$ cat src/rtl/cpu_pkg.sv
// Shared types and constants for the control unit: opcodes, FSM states,
// fault codes and instruction field positions.
package cpu_pkg;

  typedef enum logic [3:0] {
    OpNop   = 4'd0,
    OpLdi   = 4'd1,
    OpAlu   = 4'd2,
    OpPushi = 4'd3,
    OpPusha = 4'd4,
    OpPop   = 4'd5,
    OpJmp   = 4'd6,
    OpJc    = 4'd7,
    OpHalt  = 4'd8
  } opcode_e;

  // Highest legal opcode value; anything above decodes as illegal.
  localparam logic [3:0] OpLastLegal = 4'd8;

  typedef enum logic [2:0] {
    StFetch,
    StDecode,
    StExec,
    StHalt,
    StError
  } state_e;

  localparam logic [1:0] ErrNone      = 2'd0;
  localparam logic [1:0] ErrOverflow  = 2'd1;
  localparam logic [1:0] ErrUnderflow = 2'd2;
  localparam logic [1:0] ErrIllegal   = 2'd3;

  localparam int unsigned OpMsb   = 15;
  localparam int unsigned OpLsb   = 12;
  localparam int unsigned RselBit = 8;
  localparam int unsigned ImmMsb  = 7;
  localparam int unsigned ImmLsb  = 0;
  localparam int unsigned AluMsb  = 4;
  localparam int unsigned AluLsb  = 0;

  // Decoded control bundle; op is forced to OpNop when illegal is set.
  typedef struct packed {
    opcode_e    op;
    logic       illegal;
    logic       rsel;
    logic [7:0] imm;
    logic [4:0] alu_fn;
  } ctrl_t;

endpackage

$ cat src/rtl/instr_decoder.sv
// Combinational instruction decoder: splits the instruction register into
// the control bundle used by the sequencer.
module instr_decoder
  import cpu_pkg::*;
#(
  parameter int unsigned IW = 16
) (
  input  logic [IW-1:0] ir,
  output ctrl_t         ctrl
);

  logic [3:0] op_raw;
  // Bits 11:9 are reserved in the encoding and carry no meaning.
  logic       unused_bits;

  assign op_raw      = ir[OpMsb:OpLsb];
  assign unused_bits = ^ir[11:9];

  // Field extraction and legality check
  always_comb begin
    ctrl         = '0;
    ctrl.op      = OpNop;
    ctrl.illegal = 1'b0;
    ctrl.rsel    = ir[RselBit];
    ctrl.imm     = ir[ImmMsb:ImmLsb];
    ctrl.alu_fn  = ir[AluMsb:AluLsb];
    if (op_raw <= OpLastLegal) begin
      ctrl.op = opcode_e'(op_raw);
    end else begin
      ctrl.illegal = 1'b1;
    end
  end

endmodule

$ cat src/rtl/control_unit.sv
// Three-cycle-per-instruction sequencer (fetch / decode / execute) driving a
// register file, ALU and stack. The stack's clock is tied to clk by the
// integrating level, so stack strobes here are sampled on the same edge.
module control_unit
  import cpu_pkg::*;
#(
  parameter int unsigned PC_W = 8,
  parameter int unsigned IW   = 16
) (
  input  logic            clk,
  input  logic            rstn,
  output logic [PC_W-1:0] instr_addr,
  input  logic [IW-1:0]   instr_data,
  output logic [4:0]      alu_sel,
  output logic            reg_sel,
  output logic            reg_we,
  output logic [7:0]      reg_din,
  output logic            stack_push,
  output logic            stack_pop,
  output logic [7:0]      stack_din,
  input  logic [7:0]      alu_output,
  input  logic            alu_carry,
  input  logic            stack_full,
  input  logic            stack_empty,
  input  logic [7:0]      stack_dout,
  output logic            halted,
  output logic            error,
  output logic [1:0]      err_code
);

  state_e          state_q, state_d;
  logic [PC_W-1:0] pc_q;
  logic [IW-1:0]   ir_q;
  logic [7:0]      acc_q;
  logic            cf_q;
  logic            halted_q;
  logic            error_q;
  logic [1:0]      err_code_q;

  ctrl_t           ctrl;
  logic            push_op;
  logic            ovf;
  logic            unf;
  logic            take_jump;
  logic [1:0]      fault_code;

  instr_decoder #(
    .IW(IW)
  ) u_decoder (
    .ir  (ir_q),
    .ctrl(ctrl)
  );

  assign push_op    = (ctrl.op == OpPushi) || (ctrl.op == OpPusha);
  assign ovf        = push_op && stack_full;
  assign unf        = (ctrl.op == OpPop) && stack_empty;
  assign take_jump  = (ctrl.op == OpJmp) || ((ctrl.op == OpJc) && cf_q);

  // Fault cause priority: illegal opcode first, then stack faults
  always_comb begin
    fault_code = ErrNone;
    if (ctrl.illegal) begin
      fault_code = ErrIllegal;
    end else if (ovf) begin
      fault_code = ErrOverflow;
    end else if (unf) begin
      fault_code = ErrUnderflow;
    end
  end

  // State register
  always_ff @(posedge clk or negedge rstn) begin
    if (!rstn) begin
      state_q <= StFetch;
    end else begin
      state_q <= state_d;
    end
  end

  // Next-state logic; HALT and ERROR only leave through reset
  always_comb begin
    state_d = state_q;
    unique case (state_q)
      StFetch:  state_d = StDecode;
      StDecode: state_d = StExec;
      StExec: begin
        if (fault_code != ErrNone) begin
          state_d = StError;
        end else if (ctrl.op == OpHalt) begin
          state_d = StHalt;
        end else begin
          state_d = StFetch;
        end
      end
      StHalt:   state_d = StHalt;
      StError:  state_d = StError;
      default:  state_d = StFetch;
    endcase
  end

  // Outputs; strobes only in EXEC, suppressed when the stack would fault
  always_comb begin
    reg_sel    = 1'b0;
    reg_we     = 1'b0;
    reg_din    = 8'h00;
    stack_push = 1'b0;
    stack_pop  = 1'b0;
    stack_din  = 8'h00;
    if (state_q == StExec) begin
      case (ctrl.op)
        OpLdi: begin
          reg_sel = ctrl.rsel;
          reg_din = ctrl.imm;
          reg_we  = 1'b1;
        end
        OpPushi: begin
          if (!stack_full) begin
            stack_din  = ctrl.imm;
            stack_push = 1'b1;
          end
        end
        OpPusha: begin
          if (!stack_full) begin
            stack_din  = acc_q;
            stack_push = 1'b1;
          end
        end
        OpPop: begin
          if (!stack_empty) begin
            reg_sel   = ctrl.rsel;
            reg_din   = stack_dout;
            reg_we    = 1'b1;
            stack_pop = 1'b1;
          end
        end
        default: ;
      endcase
    end
  end

  // ALU select tracks IR in every state so the ALU sees stable inputs
  assign alu_sel    = ctrl.alu_fn;
  assign instr_addr = pc_q;
  assign halted     = halted_q;
  assign error      = error_q;
  assign err_code   = err_code_q;

  // Datapath registers: PC, IR, accumulator, carry and sticky status
  always_ff @(posedge clk or negedge rstn) begin
    if (!rstn) begin
      pc_q       <= '0;
      ir_q       <= '0;
      acc_q      <= 8'h00;
      cf_q       <= 1'b0;
      halted_q   <= 1'b0;
      error_q    <= 1'b0;
      err_code_q <= ErrNone;
    end else begin
      if (state_q == StDecode) begin
        ir_q <= instr_data;
        pc_q <= pc_q + PC_W'(1);
      end
      if (state_q == StExec) begin
        if (ctrl.op == OpAlu) begin
          acc_q <= alu_output;
          cf_q  <= alu_carry;
        end
        // Jump target replaces the increment already applied in DECODE
        if (take_jump) begin
          pc_q <= PC_W'(ctrl.imm);
        end
        if (state_d == StHalt) begin
          halted_q <= 1'b1;
        end
        if (state_d == StError) begin
          error_q    <= 1'b1;
          err_code_q <= fault_code;
        end
      end
    end
  end

endmodule

$ cat config.mk
export PLATFORM = sky130hd
export DESIGN_NAME = control_unit
export DESIGN_NICKNAME = d
export VERILOG_FILES = /design/src/rtl/cpu_pkg.sv /design/src/rtl/instr_decoder.sv /design/src/rtl/control_unit.sv
export SDC_FILE = /design/constraint.sdc
export NUM_CORES = 1
export LEC_CHECK = 0
export BUFFER_PORTS_ARGS = -buffer_cell sky130_fd_sc_hd__buf_2
export CORE_UTILIZATION = 45
export CTS_CLUSTER_DIAMETER = 80
export DETAILED_ROUTE_END_ITERATION = 8
export PLACE_DENSITY_LB_ADDON = 0.3
export SYNTH_ARGS = -nofsm -noshare
export SYNTH_HDL_FRONTEND = slang
export SYNTH_HIERARCHICAL = 1
export SYNTH_SLANG_ARGS = --single-unit
$ cat constraint.sdc
create_clock -name clk -period 2.34 [get_ports clk]
set_input_delay 0.234 -clock clk [delete_from_list [all_inputs] [get_ports clk]]
set_output_delay 0.234 -clock clk [all_outputs]
set_load 0.005 [all_outputs]
After elaboration in Yosys (flattened, before gate mapping). Index checks and enable logic that the tools add are counted.

Bits in registers: 40. Input port bits: 37. Output and inout port bits: 37.

Add/subtract/negate cells: 1. Magnitude comparators: 1. Eq/ne operators: 14. Mux-type cells: 28. Reductions and logical operators: 11.

Operators with widths (count): $mux W8 (8); $pmux W8 S2 (2); $eq A4 B3 Y1 const B (4); $pmux W3 S5 (1); $eq A3 B2 Y1 const B (3); $mux W1 (9); $add A8 B1 Y8 const B (1); $eq A4 B2 Y1 const B (2); $mux W2 (4); $eq A3 B3 Y1 const B (2); $reduce_and A2 Y1 (3); $eq A4 B1 Y1 const B (1); $eq A4 B4 Y1 const B (1); $le A4 B4 Y1 const B (1); $mux W4 (1); $pmux W1 S2 (2); $eq A3 B1 Y1 const B (1); $logic_and A1 B1 Y1 (3); $logic_not A3 Y1 (1); $mux W3 (1); $logic_or A1 B1 Y1 (2); $reduce_bool A2 Y1 (1); $reduce_or A2 Y1 (1).

Logic depth before layout (Yosys ltp). Gate-level depths: netlist of run 1.

Word-level depth: 12. Mapped depth: 7. Depth with buffers taken out: 5.

Modules after synthesis. Netlist of run 1, hierarchy kept.

Modules (own cells, without submodules): control_unit (times used 1, cells each 186, area an instance 2054.5 um^2, seq. area each 1001.0 um^2); instr_decoder (times used 1, cells each 19, area an instance 147.6 um^2, seq. area each 0.0 um^2).

Worst setup path before layout of run 1. OpenSTA, ideal clock, no wires.

Kind: reg2out. Start: register ir_q[15]. End: output reg_din[0]. Data arrival time: 1.583 ns. Required time: 2.106 ns. Slack: 0.523 ns. Cell stages (with the launch flop): 7. Path through: dfrtp_1 nor4b_2 clkbuf_1 nand2b_1 nor3_2 a22oi_1 nor2_1.

RTL lines: from (decl) (RTL line control_unit.sv:33) `logic [IW-1:0] ir_q;`; from (signal assigned) (RTL line control_unit.sv:160) `ir_q <= instr_data;`; to (decl) (RTL line control_unit.sv:17) `output logic [7:0] reg_din,`.

==> results of run 1 <==
final cells by class:
type                    instances  share of cell area [%]
well taps                      52                   2.542
clock buffers                   6                   3.226
inverters                       1                  0.1466
flip-flops and latches         37                   36.22
repair buffers                 78                   16.03
multi-input cells             139                   40.37
clock inverters                 2                   1.466
power by group:
part | internal (mW) | switching [mW] | total (mW)
clock network | 0.346 | 0.227 | 0.574
registers | 0.647 | 0.00442 | 0.651
logic | 0.0256 | 0.0218 | 0.0474
flip-flops by register name, summed over array words and instances (netlist names):
| name | count |
|---|---|
| err_code | 2 |
| cf_q | 1 |
| instr_addr | 8 |
| acc_q | 8 |
| ir_q | 13 |
| state_q | 3 |
| halted | 1 |
| error | 1 |
what timing repair did:
action	in CTS	in global routing
gates resized for setup	1	4
gates cloned	0	0
setup endpoints to repair	7	18
hold endpoints to repair	0	0
layout by cell type (no fill, tap or decap), types with 2 or more instances in the layout:
cell      instances
nor2b_2           2
dfrtp_1          36
a22oi_1          16
nor2_1           31
nand2b_1          4
buf_4             8
nor3_2            3
nand4_1           3
buf_2            70
o21ai_0           5
clkbuf_8          6
and3_1            2
o21bai_1          2
nand3_1           3
nor3b_4           2
nand2_1           3
a31oi_1           2
xor2_1            6
nor2b_1           6
and2_1            2
a21oi_1           8
mux2_2           22
metrics by stage:
stage | area, um2 | util [%] | std cells | power (mW) | hold WS [ns]
after global routing | 2560 | 57.99 | 315 | 1.330 | 0.07971
final | 2560 | 57.99 | 315 | 1.273 | 0.03253
after floorplan | 2093 | - | 199 | 0.6708 | -0.06159
after detailed placement | 2424 | 54.90 | 307 | 0.7131 | 0.3806
after CTS | 2552 | 57.82 | 315 | 1.287 | 0.06085
after global placement | 2424 | 54.90 | 307 | 0.7119 | 0.3779
final timing paths:
path,start,endpoint,slack [ns]
max,ir_q[12]$_DFFE_PN0P_,stack_din[4],0.12
min,rstn,acc_q[7]$_DFFE_PN0P_,0.03
max reg2reg,ir_q[14]$_DFFE_PN0P_,instr_addr[6]$_DFF_PN0_,0.54
min reg2reg,error$_DFFE_PN0P_,error$_DFFE_PN0P_,0.47
max in group asynchronous,rstn,ir_q[15]$_DFFE_PN0P_,1.74
min in group clk,alu_output[7],acc_q[7]$_DFFE_PN0P_,0.17
routing by layer:
layer  up-vias  track usage [%]
met2        57            30.77
met1       785            25.56
li1        819                -
met4         0            8.222
met5         -                0
met3         9            6.349
==> run_results.csv, run 1 <==
group,metric,value,unit
die,dieArea,4929,um2
global_routing,antenna_found_initial,0,
routing,drt_iter0_drc,62,
critical_path,critPathMaxStageDelay,0.42,ns
timing,skew,0.01037,ns
timing,tightestPinTransition,0.8066,ns
routing,met1_length,2009,um
timing,maxSlewViolCount,0,
global_routing,grt_start_max_net_pins,38,
die,ios,74,
clocking,cts-root-buf,"clkbuf_8",
synthesis,syn_avg_cell_area,10.52,um2
place,port_buffers,70,
die,start_util,47.42,%
finish,final_nets,300,
power_and_ir_drop,ir_drop,318.5,uV
synthesis,synth_nets,237,
die,core.rowCount,24,
power_and_ir_drop,powerDensity,497.1,nW/um2
critical_path,crit_top_cell,"nor2_1",
routing,ant_nets,0,
power_and_ir_drop,p_leak,1.253,nW
timing,max_slew_margin,46.23,%
routing,highest_layer,"met4",
flow_run,maxCapViolCount,0,
synthesis,ys_warn_count,6,
routing,wl_met3,361,um
die,die_w,70.21,um
timing,rsz0062_at_grt,"false",
critical_path,cpLargestDelayFamily,"simple AND/OR/NAND/NOR gates",
finish,area_growth,22.30,%
critical_path,cp.arrival,1.99,ns
clocking,cts_tree,"yes",
synthesis,synth_area,2093,um2
die,coreArea,4414,um2
run_status,status,"complete, no violations",
place,dpl.hpwl,3460,um
critical_path,start_kind,"flip-flop",
timing,fin_crit,2.224,ns
critical_path,worstPathCellList,"nor4b_4, nor2_1, and3_2, a22oi_1, nor2_1, buf_2",
critical_path,reg2regPathDepth,5,
timing,finalSetupTns,0,ns
clocking,path_clk_slew,0.08,ns
global_routing,grt_util_all_layers,19.83,%
die,fp.dieH,70.21,um
critical_path,critical_path_class,"reg -> out",
critical_path,cp-end-kind,"primary output",
timing,setup_viol,0,
routing,vias,1670,
place,place.gp.congestion,0.7703,
finish,multi_input_area,1033,um2
timing,layout_setup_ws,0.1159,ns
clocking,post_cts_buffers,0,
clocking,numCtsBuffers,5,
global_routing,globalRouteOverflowTotal,0,
critical_path,cp.required,2.11,ns
routing,drt_pass1_iterations,4,
finish,regArea,927.1,um2
timing,min_period_over_period,95.04,%
finish,layout-drive-gt1-share,46.01,%
clocking,cts_hold_buf,0,
clocking,insertion_delay,0.29,ns
critical_path,path_depth,6,
global_routing,grt_pass1_wl,7465,um
routing,drt-total-wl,4630,um
clocking,clockBufferDepth,2,
routing,met2WireLength,2181,um
timing,hold_viol,0,
finish,antenna_cells,0,
global_routing,grt_pass1_vias,1526,
worst_hold_path,hold_path.class,"in -> async",
critical_path,cpMaxStageDelayCell,"dfrtp_1",
timing,max_freq,449.6,MHz
critical_path,critPathMaxFanout,9,
clocking,ctsHtreeMaxLevel,2,
clocking,cts.sinks,37,
synthesis,synth_cells,199,
routing,viasPerCell,5.302,
critical_path,crit_buf_inv,1,
routing,drc,0,
finish,nFillCells,402,
place,place_ws,0.2952,ns
routing,detail_route.wl_per_cell,14.70,um
Note: power is estimated with default switching activity, not from simulation.
==> run 2: changes to the inputs <==
--- a/config.mk
+++ b/config.mk
@@ -10,6 +10,7 @@
 export CTS_CLUSTER_DIAMETER = 80
 export DETAILED_ROUTE_END_ITERATION = 8
 export PLACE_DENSITY_LB_ADDON = 0.3
+export RECOVER_POWER = 25
 export SYNTH_ARGS = -nofsm -noshare
 export SYNTH_HDL_FRONTEND = slang
 export SYNTH_HIERARCHICAL = 1
==> run 2 against run 1 <==
The flow now finishes with violations (capacitance limit, slew limit). First-iteration DRC count unchanged. Clock skew unchanged. Die area unchanged. Via count about the same. Hold slack improved by 0.13 ns.
==> run_results.csv, run 2 (synthesis results as in run 1) <==
group,metric,value,unit
power_and_ir_drop,p_leak,1.250,nW
routing,ant_nets,0,
finish,final_cells,315,
critical_path,rr_endpoint,"instr_addr[6]$_DFF_PN0_",
power_and_ir_drop,powerDensity,497.2,nW/um2
global_routing,antenna_found_initial,0,
die,coreArea,4414,um2
timing,skew,0.01037,ns
die,ios,74,
global_routing,grt_util_all_layers,19.83,%
timing,max_slew_margin,-29.27,%
clocking,numCtsBuffers,5,
clocking,path_clk_slew,0.08,ns
timing,tightestPinTransition,1.939,ns
clocking,ctsHtreeMaxLevel,2,
place,placedCellCount,307,
routing,viasPerCell,5.305,
clocking,cts-root-buf,"clkbuf_8",
global_routing,globalRouteOverflowTotal,0,
global_routing,grt_pass1_vias,1526,
place,port_buffers,70,
power_and_ir_drop,ir_drop,318.4,uV
timing,min_period_over_period,95.06,%
finish,area_growth,22.24,%
finish,final_common_cell,"buf_2",
timing,rsz0062_at_grt,"false",
clocking,insertion_delay,0.29,ns
critical_path,start_kind,"flip-flop",
timing,hold_viol,0,
timing,setup_viol,0,
critical_path,r2r_setup_slack,0.54,ns
die,die_w,70.21,um
finish,final_nets,300,
critical_path,reg2regPathDepth,5,
critical_path,critPathMaxStageDelay,0.42,ns
critical_path,path_depth,6,
clocking,cts_hold_buf,0,
critical_path,cpMaxStageDelayCell,"dfrtp_1",
critical_path,cp.required,2.11,ns
flow_run,maxCapViolCount,1,
global_routing,grt_start_max_net_pins,38,
routing,detail_route.wl_per_cell,14.70,um
place,dpl.hpwl,3460,um
critical_path,worstPathCellList,"nor4b_4, nor2_1, and3_2, a22oi_1, nor2_1, buf_2",
finish,largest_register_ffs,13,
power_and_ir_drop,power,1.272,mW
worst_hold_path,hold_path.class,"in -> reg",
critical_path,critical_path_class,"reg -> out",
critical_path,crit_end,"stack_din[4]",
routing,drt-total-wl,4630,um
critical_path,cpLargestDelayFamily,"simple AND/OR/NAND/NOR gates",
die,fp.dieH,70.21,um
finish,antenna_cells,0,
clocking,cts.sinks,37,
timing,finalSetupTns,0,ns
finish,layout-drive-gt1-share,45.63,%
routing,drt_iter0_drc,62,
critical_path,critPathMaxFanout,9,
critical_path,cp.arrival,1.99,ns
clocking,clockBufferDepth,2,
critical_path,worstSetupStartpoint,"ir_q[12]$_DFFE_PN0P_",
die,start_util,47.42,%
routing,vias,1671,
clocking,cts_tree,"yes",
critical_path,crit_top_cell,"nor2_1",
critical_path,crit_buf_inv,1,
critical_path,r2r-start,"ir_q[14]$_DFFE_PN0P_",
place,place.gp.congestion,0.7703,
timing,maxSlewViolCount,38,
die,core.rowCount,24,
routing,drc,0,
finish,mostFrequentLayoutCells,"buf_2 (69), dfrtp_1 (36), nor2_1 (31), mux2_2 (22), a22oi_1 (16)",
routing,drt_pass1_iterations,4,
critical_path,cp-end-kind,"primary output",
global_routing,grt_pass1_wl,7465,um
run_status,status,"finished, violations left",
finish,top_register,"ir_q",
finish,nFillCells,403,
timing,fin_crit,2.224,ns
die,dieArea,4929,um2
run_status,violations,"capacitance limit, slew limit",
timing,max_freq,449.6,MHz
[run 2: worst min-delay path by stage]
stage                        from                 endpoint  slack [ns]  depth (start not counted)
CTS                          rstn     acc_q[7]$_DFFE_PN0P_        0.06                          1
global placement             rstn     ir_q[14]$_DFFE_PN0P_        0.38                          1
global route        alu_output[1]     acc_q[1]$_DFFE_PN0P_        0.16                          2
floorplan                    rstn     acc_q[0]$_DFFE_PN0P_       -0.06                          0
detailed placement           rstn  err_code[1]$_DFFE_PN0P_        0.38                          1
finish              alu_output[7]     acc_q[7]$_DFFE_PN0P_        0.17                          2
[run 2: per-stage QoR]
stage / util [%] / instance area (um2) / hold slack, ns / worst slack (ns)
finish: 57.96 / 2559 / 0.1662 / 0.1157
global route: 57.96 / 2559 / 0.1612 / 0.005492
CTS: 57.82 / 2552 / 0.06085 / 0.06244
detailed placement: 54.90 / 2424 / 0.3806 / 0.2952
global placement: 54.90 / 2424 / 0.3779 / 0.3226
floorplan: - / 2093 / -0.06159 / 0.5229
[run 2: area by class of cell]
| cell class | count | area (um2) | area share (%) |
|---|---|---|---|
| Multi-Input combinational cell | 139 | 1033 | 40.39 |
| Sequential cell | 37 | 927.1 | 36.23 |
| Timing Repair Buffer | 78 | 409.1 | 15.99 |
| Clock buffer | 6 | 82.58 | 3.227 |
| Tap cell | 52 | 65.06 | 2.543 |
| Clock inverter | 2 | 37.54 | 1.467 |
| Inverter | 1 | 3.754 | 0.1467 |
[run 2: where the power goes]
group | internal [mW] | switching [mW] | leakage (nW) | total, mW
Clock | 0.346 | 0.227 | 0.0574 | 0.574
Combinational | 0.0253 | 0.0218 | 0.703 | 0.0470
Sequential | 0.647 | 0.00444 | 0.489 | 0.651
Total | 1.02 | 0.254 | 1.25 | 1.27
[run 2: layer usage]
layer  part of all wire (%)  track usage, %  vias up
li1                       -               -      820
met1                     43           25.56      783
met2                     47           30.77       59
met3                    7.8           6.349        9
met4                    1.7           8.222        0
met5                      0               0        -
[run 2: repair_timing]
item,4_1_cts,5_1_grt
setup endpoints to repair,7,18
hold endpoints to repair,0,0
buffers inserted,0,0
resized for setup,1,4
pin swaps,0,0
[run 2: worst reg2reg max path, stage by stage, from the launching register on]
cell	delay, ns
dfrtp_1	0.43
nor2b_2	0.33
nor2b_1	0.35
o2111ai_4	0.33
nor2_1	0.19
a21oi_1	0.05
==> run 3: changes to the inputs <==
==> constraint.sdc (replaced) <==
create_clock -name clk -period 2.7 [get_ports clk]
set_input_delay 0.27 -clock clk [delete_from_list [all_inputs] [get_ports clk]]
set_output_delay 0.27 -clock clk [all_outputs]
set_load 0.005 [all_outputs]
==> run 3 against run 2 <==
First-iteration DRC count rose by 31%. Critical endpoint is now reg_din[1]. Combinational power fell by 14%. Worst setup slack improved by 0.15 ns. Die area did not move. The run still ends with capacitance limit, slew limit left.
==> run_results.csv, run 3 (synthesis results as in run 1) <==
group,metric,value,unit
run_status,status,"finished, violations left",
run_status,violations,"capacitance limit, slew limit",
critical_path,cpLargestDelayFamily,"simple AND/OR/NAND/NOR gates",
worst_hold_path,hold_path.class,"in -> reg",
finish,final_nets,298,
critical_path,cp-end-kind,"primary output",
finish,top_register,"ir_q",
routing,drc,0,
die,fp.dieH,70.21,um
clocking,numCtsBuffers,5,
die,ios,74,
timing,hold_ws,0.2087,ns
global_routing,grt_pass1_wl,7500,um
critical_path,worstPathCellList,"nor4b_2, buf_4, nand2b_1, nor3_2, buf_4, a22oi_1, nor2_1, buf_2",
power_and_ir_drop,p_leak,1.241,nW
critical_path,cpMaxStageDelayCell,"dfrtp_1",
finish,area_growth,20.86,%
die,coreArea,4414,um2
critical_path,crit_buf_inv,3,
power_and_ir_drop,powerDensity,434.8,nW/um2
critical_path,crit_top_cell,"buf_4",
finish,largest_register_ffs,13,
routing,drt_pass1_iterations,4,
routing,detail_route.wl_per_cell,14.24,um
clocking,cts.sinks,37,
place,dpl.hpwl,3341,um
critical_path,cp.arrival,2.17,ns
place,place.gp.congestion,0.7755,
finish,antenna_cells,0,
critical_path,critPathMaxStageDelay,0.45,ns
clocking,clockBufferDepth,2,
finish,mostFrequentLayoutCells,"buf_2 (69), dfrtp_1 (37), nor2_1 (31), mux2_2 (22), a22oi_1 (16)",
critical_path,critPathMaxFanout,8,
global_routing,antenna_found_initial,0,
finish,final_common_cell,"buf_2",
finish,layout-drive-gt1-share,44.06,%
timing,rsz0062_at_grt,"false",
critical_path,start_kind,"flip-flop",
critical_path,critical_path_class,"reg -> out",
timing,maxSlewViolCount,38,
routing,ant_nets,0,
global_routing,grt_pass1_vias,1593,
timing,skew,0.005780,ns
place,place_ws,0.5314,ns
timing,layout_setup_ws,0.2608,ns
power_and_ir_drop,switching_share,19.74,%
clocking,cts-root-buf,"clkbuf_8",
clocking,ctsHtreeMaxLevel,2,
power_and_ir_drop,combPwrFrac,3.7,%
clocking,path_clk_slew,0.07,ns
timing,min_period_over_period,90.34,%
timing,max_slew_margin,-31.83,%
power_and_ir_drop,internal_power,0.8828,mW
timing,fin_crit,2.439,ns
critical_path,cp.required,2.43,ns
die,die_w,70.21,um
finish,final_cells,313,
global_routing,globalRouteOverflowTotal,0,
routing,viasPerCell,5.233,
timing,finalSetupTns,0,ns
die,start_util,47.42,%
timing,tightestPinTransition,1.978,ns
place,port_buffers,70,
power_and_ir_drop,ir_drop,290.5,uV
clocking,post_cts_buffers,0,
die,core.rowCount,24,
routing,vias,1638,
clocking,cts_tree,"yes",
flow_run,maxCapViolCount,1,
global_routing,grt_start_max_net_pins,38,
power_and_ir_drop,seqPwrFrac,51.3,%
clocking,insertion_delay,0.29,ns
timing,hold_viol,0,
timing,setup_viol,0,
place,placedCellCount,305,
power_and_ir_drop,p_clk_share,45.0,%
timing,max_freq,410.0,MHz
power_and_ir_drop,power.switching,0.2172,mW
die,dieArea,4929,um2
routing,drt-total-wl,4458,um
global_routing,grt_util_all_layers,19.64,%
routing,drt_iter0_drc,81,
finish,post-route-util,57.31,%
## run 3: cell types whose count changed in the layout (fill, tap and decap cells not counted)
| cell | before | now |
|---|---|---|
| and3_1 | 2 | 3 |
| and3_2 | 1 | 0 |
| buf_4 | 8 | 6 |
| dfrtp_1 | 36 | 37 |
| dfrtp_2 | 1 | 0 |
| nor2b_1 | 6 | 7 |
| nor2b_2 | 2 | 1 |
| nor4b_2 | 0 | 1 |
| nor4b_4 | 1 | 0 |
## run 3: power groups by stage
stage | logic (mW) | registers [mW] | clock network [mW]
6_report | 0.0406 | 0.564 | 0.495
5_1_grt | 0.0463 | 0.565 | 0.540
4_1_cts | 0.0426 | 0.564 | 0.509
3_5_place_dp | 0.0426 | 0.575 | 0
3_3_place_gp | 0.0420 | 0.575 | 0
2_1_floorplan | 0.00696 | 0.574 | 0
## run 3: timing repair
action,4_1_cts,5_1_grt
gates resized for setup,0,1
hold buffers,0,0
setup endpoints to repair,0,1
## run 3: layout make-up
class / count / area, um2
clock buffer: 6 / 82.58
sequential: 37 / 925.9
clock inverter: 2 / 37.54
multi-input combinational: 139 / 1021
inverter: 1 / 3.754
tap: 52 / 65.06
fill: 406 / 1884
timing repair buffer: 76 / 394.1
## run 3: path summary, 6_finish.rpt
check	endpoint	start	slack, ns	cells past startpoint
worst max-delay path	reg_din[1]	ir_q[15]$_DFFE_PN0P_	0.26	8
max in group asynchronous	ir_q[2]$_DFFE_PN0P_	rstn	1.03	1
worst max register to register	instr_addr[6]$_DFF_PN0_	ir_q[15]$_DFFE_PN0P_	0.94	5
min in group asynchronous	ir_q[7]$_DFFE_PN0P_	rstn	0.53	1
worst min register to register	error$_DFFE_PN0P_	error$_DFFE_PN0P_	0.47	1
worst min-delay path	acc_q[7]$_DFFE_PN0P_	alu_output[7]	0.21	2
## run 3: worst reg2reg max path, delay by kind of cell, from the launching register on
family | cells | cell delay [ns]
DFF | 1 | 0.45
AOI/OAI and AO/OA | 2 | 0.37
and+or+nand+nor | 3 | 0.82
## run 3: through the flow
step / power (mW) / area, um2
CTS: 1.116 / 2529
global placement: 0.6170 / 2409
global route: 1.151 / 2530
finish: 1.100 / 2530
detailed placement: 0.6178 / 2409
floorplan: 0.5813 / 2093
## run 3: routing by layer
layer	routed length [um]	global-route usage [%]	up-vias
li1	-	-	817
met1	2130	26.73	770
met2	2053	30.02	46
met3	215	6.061	5
met4	59	6.000	0
met5	0	0	-
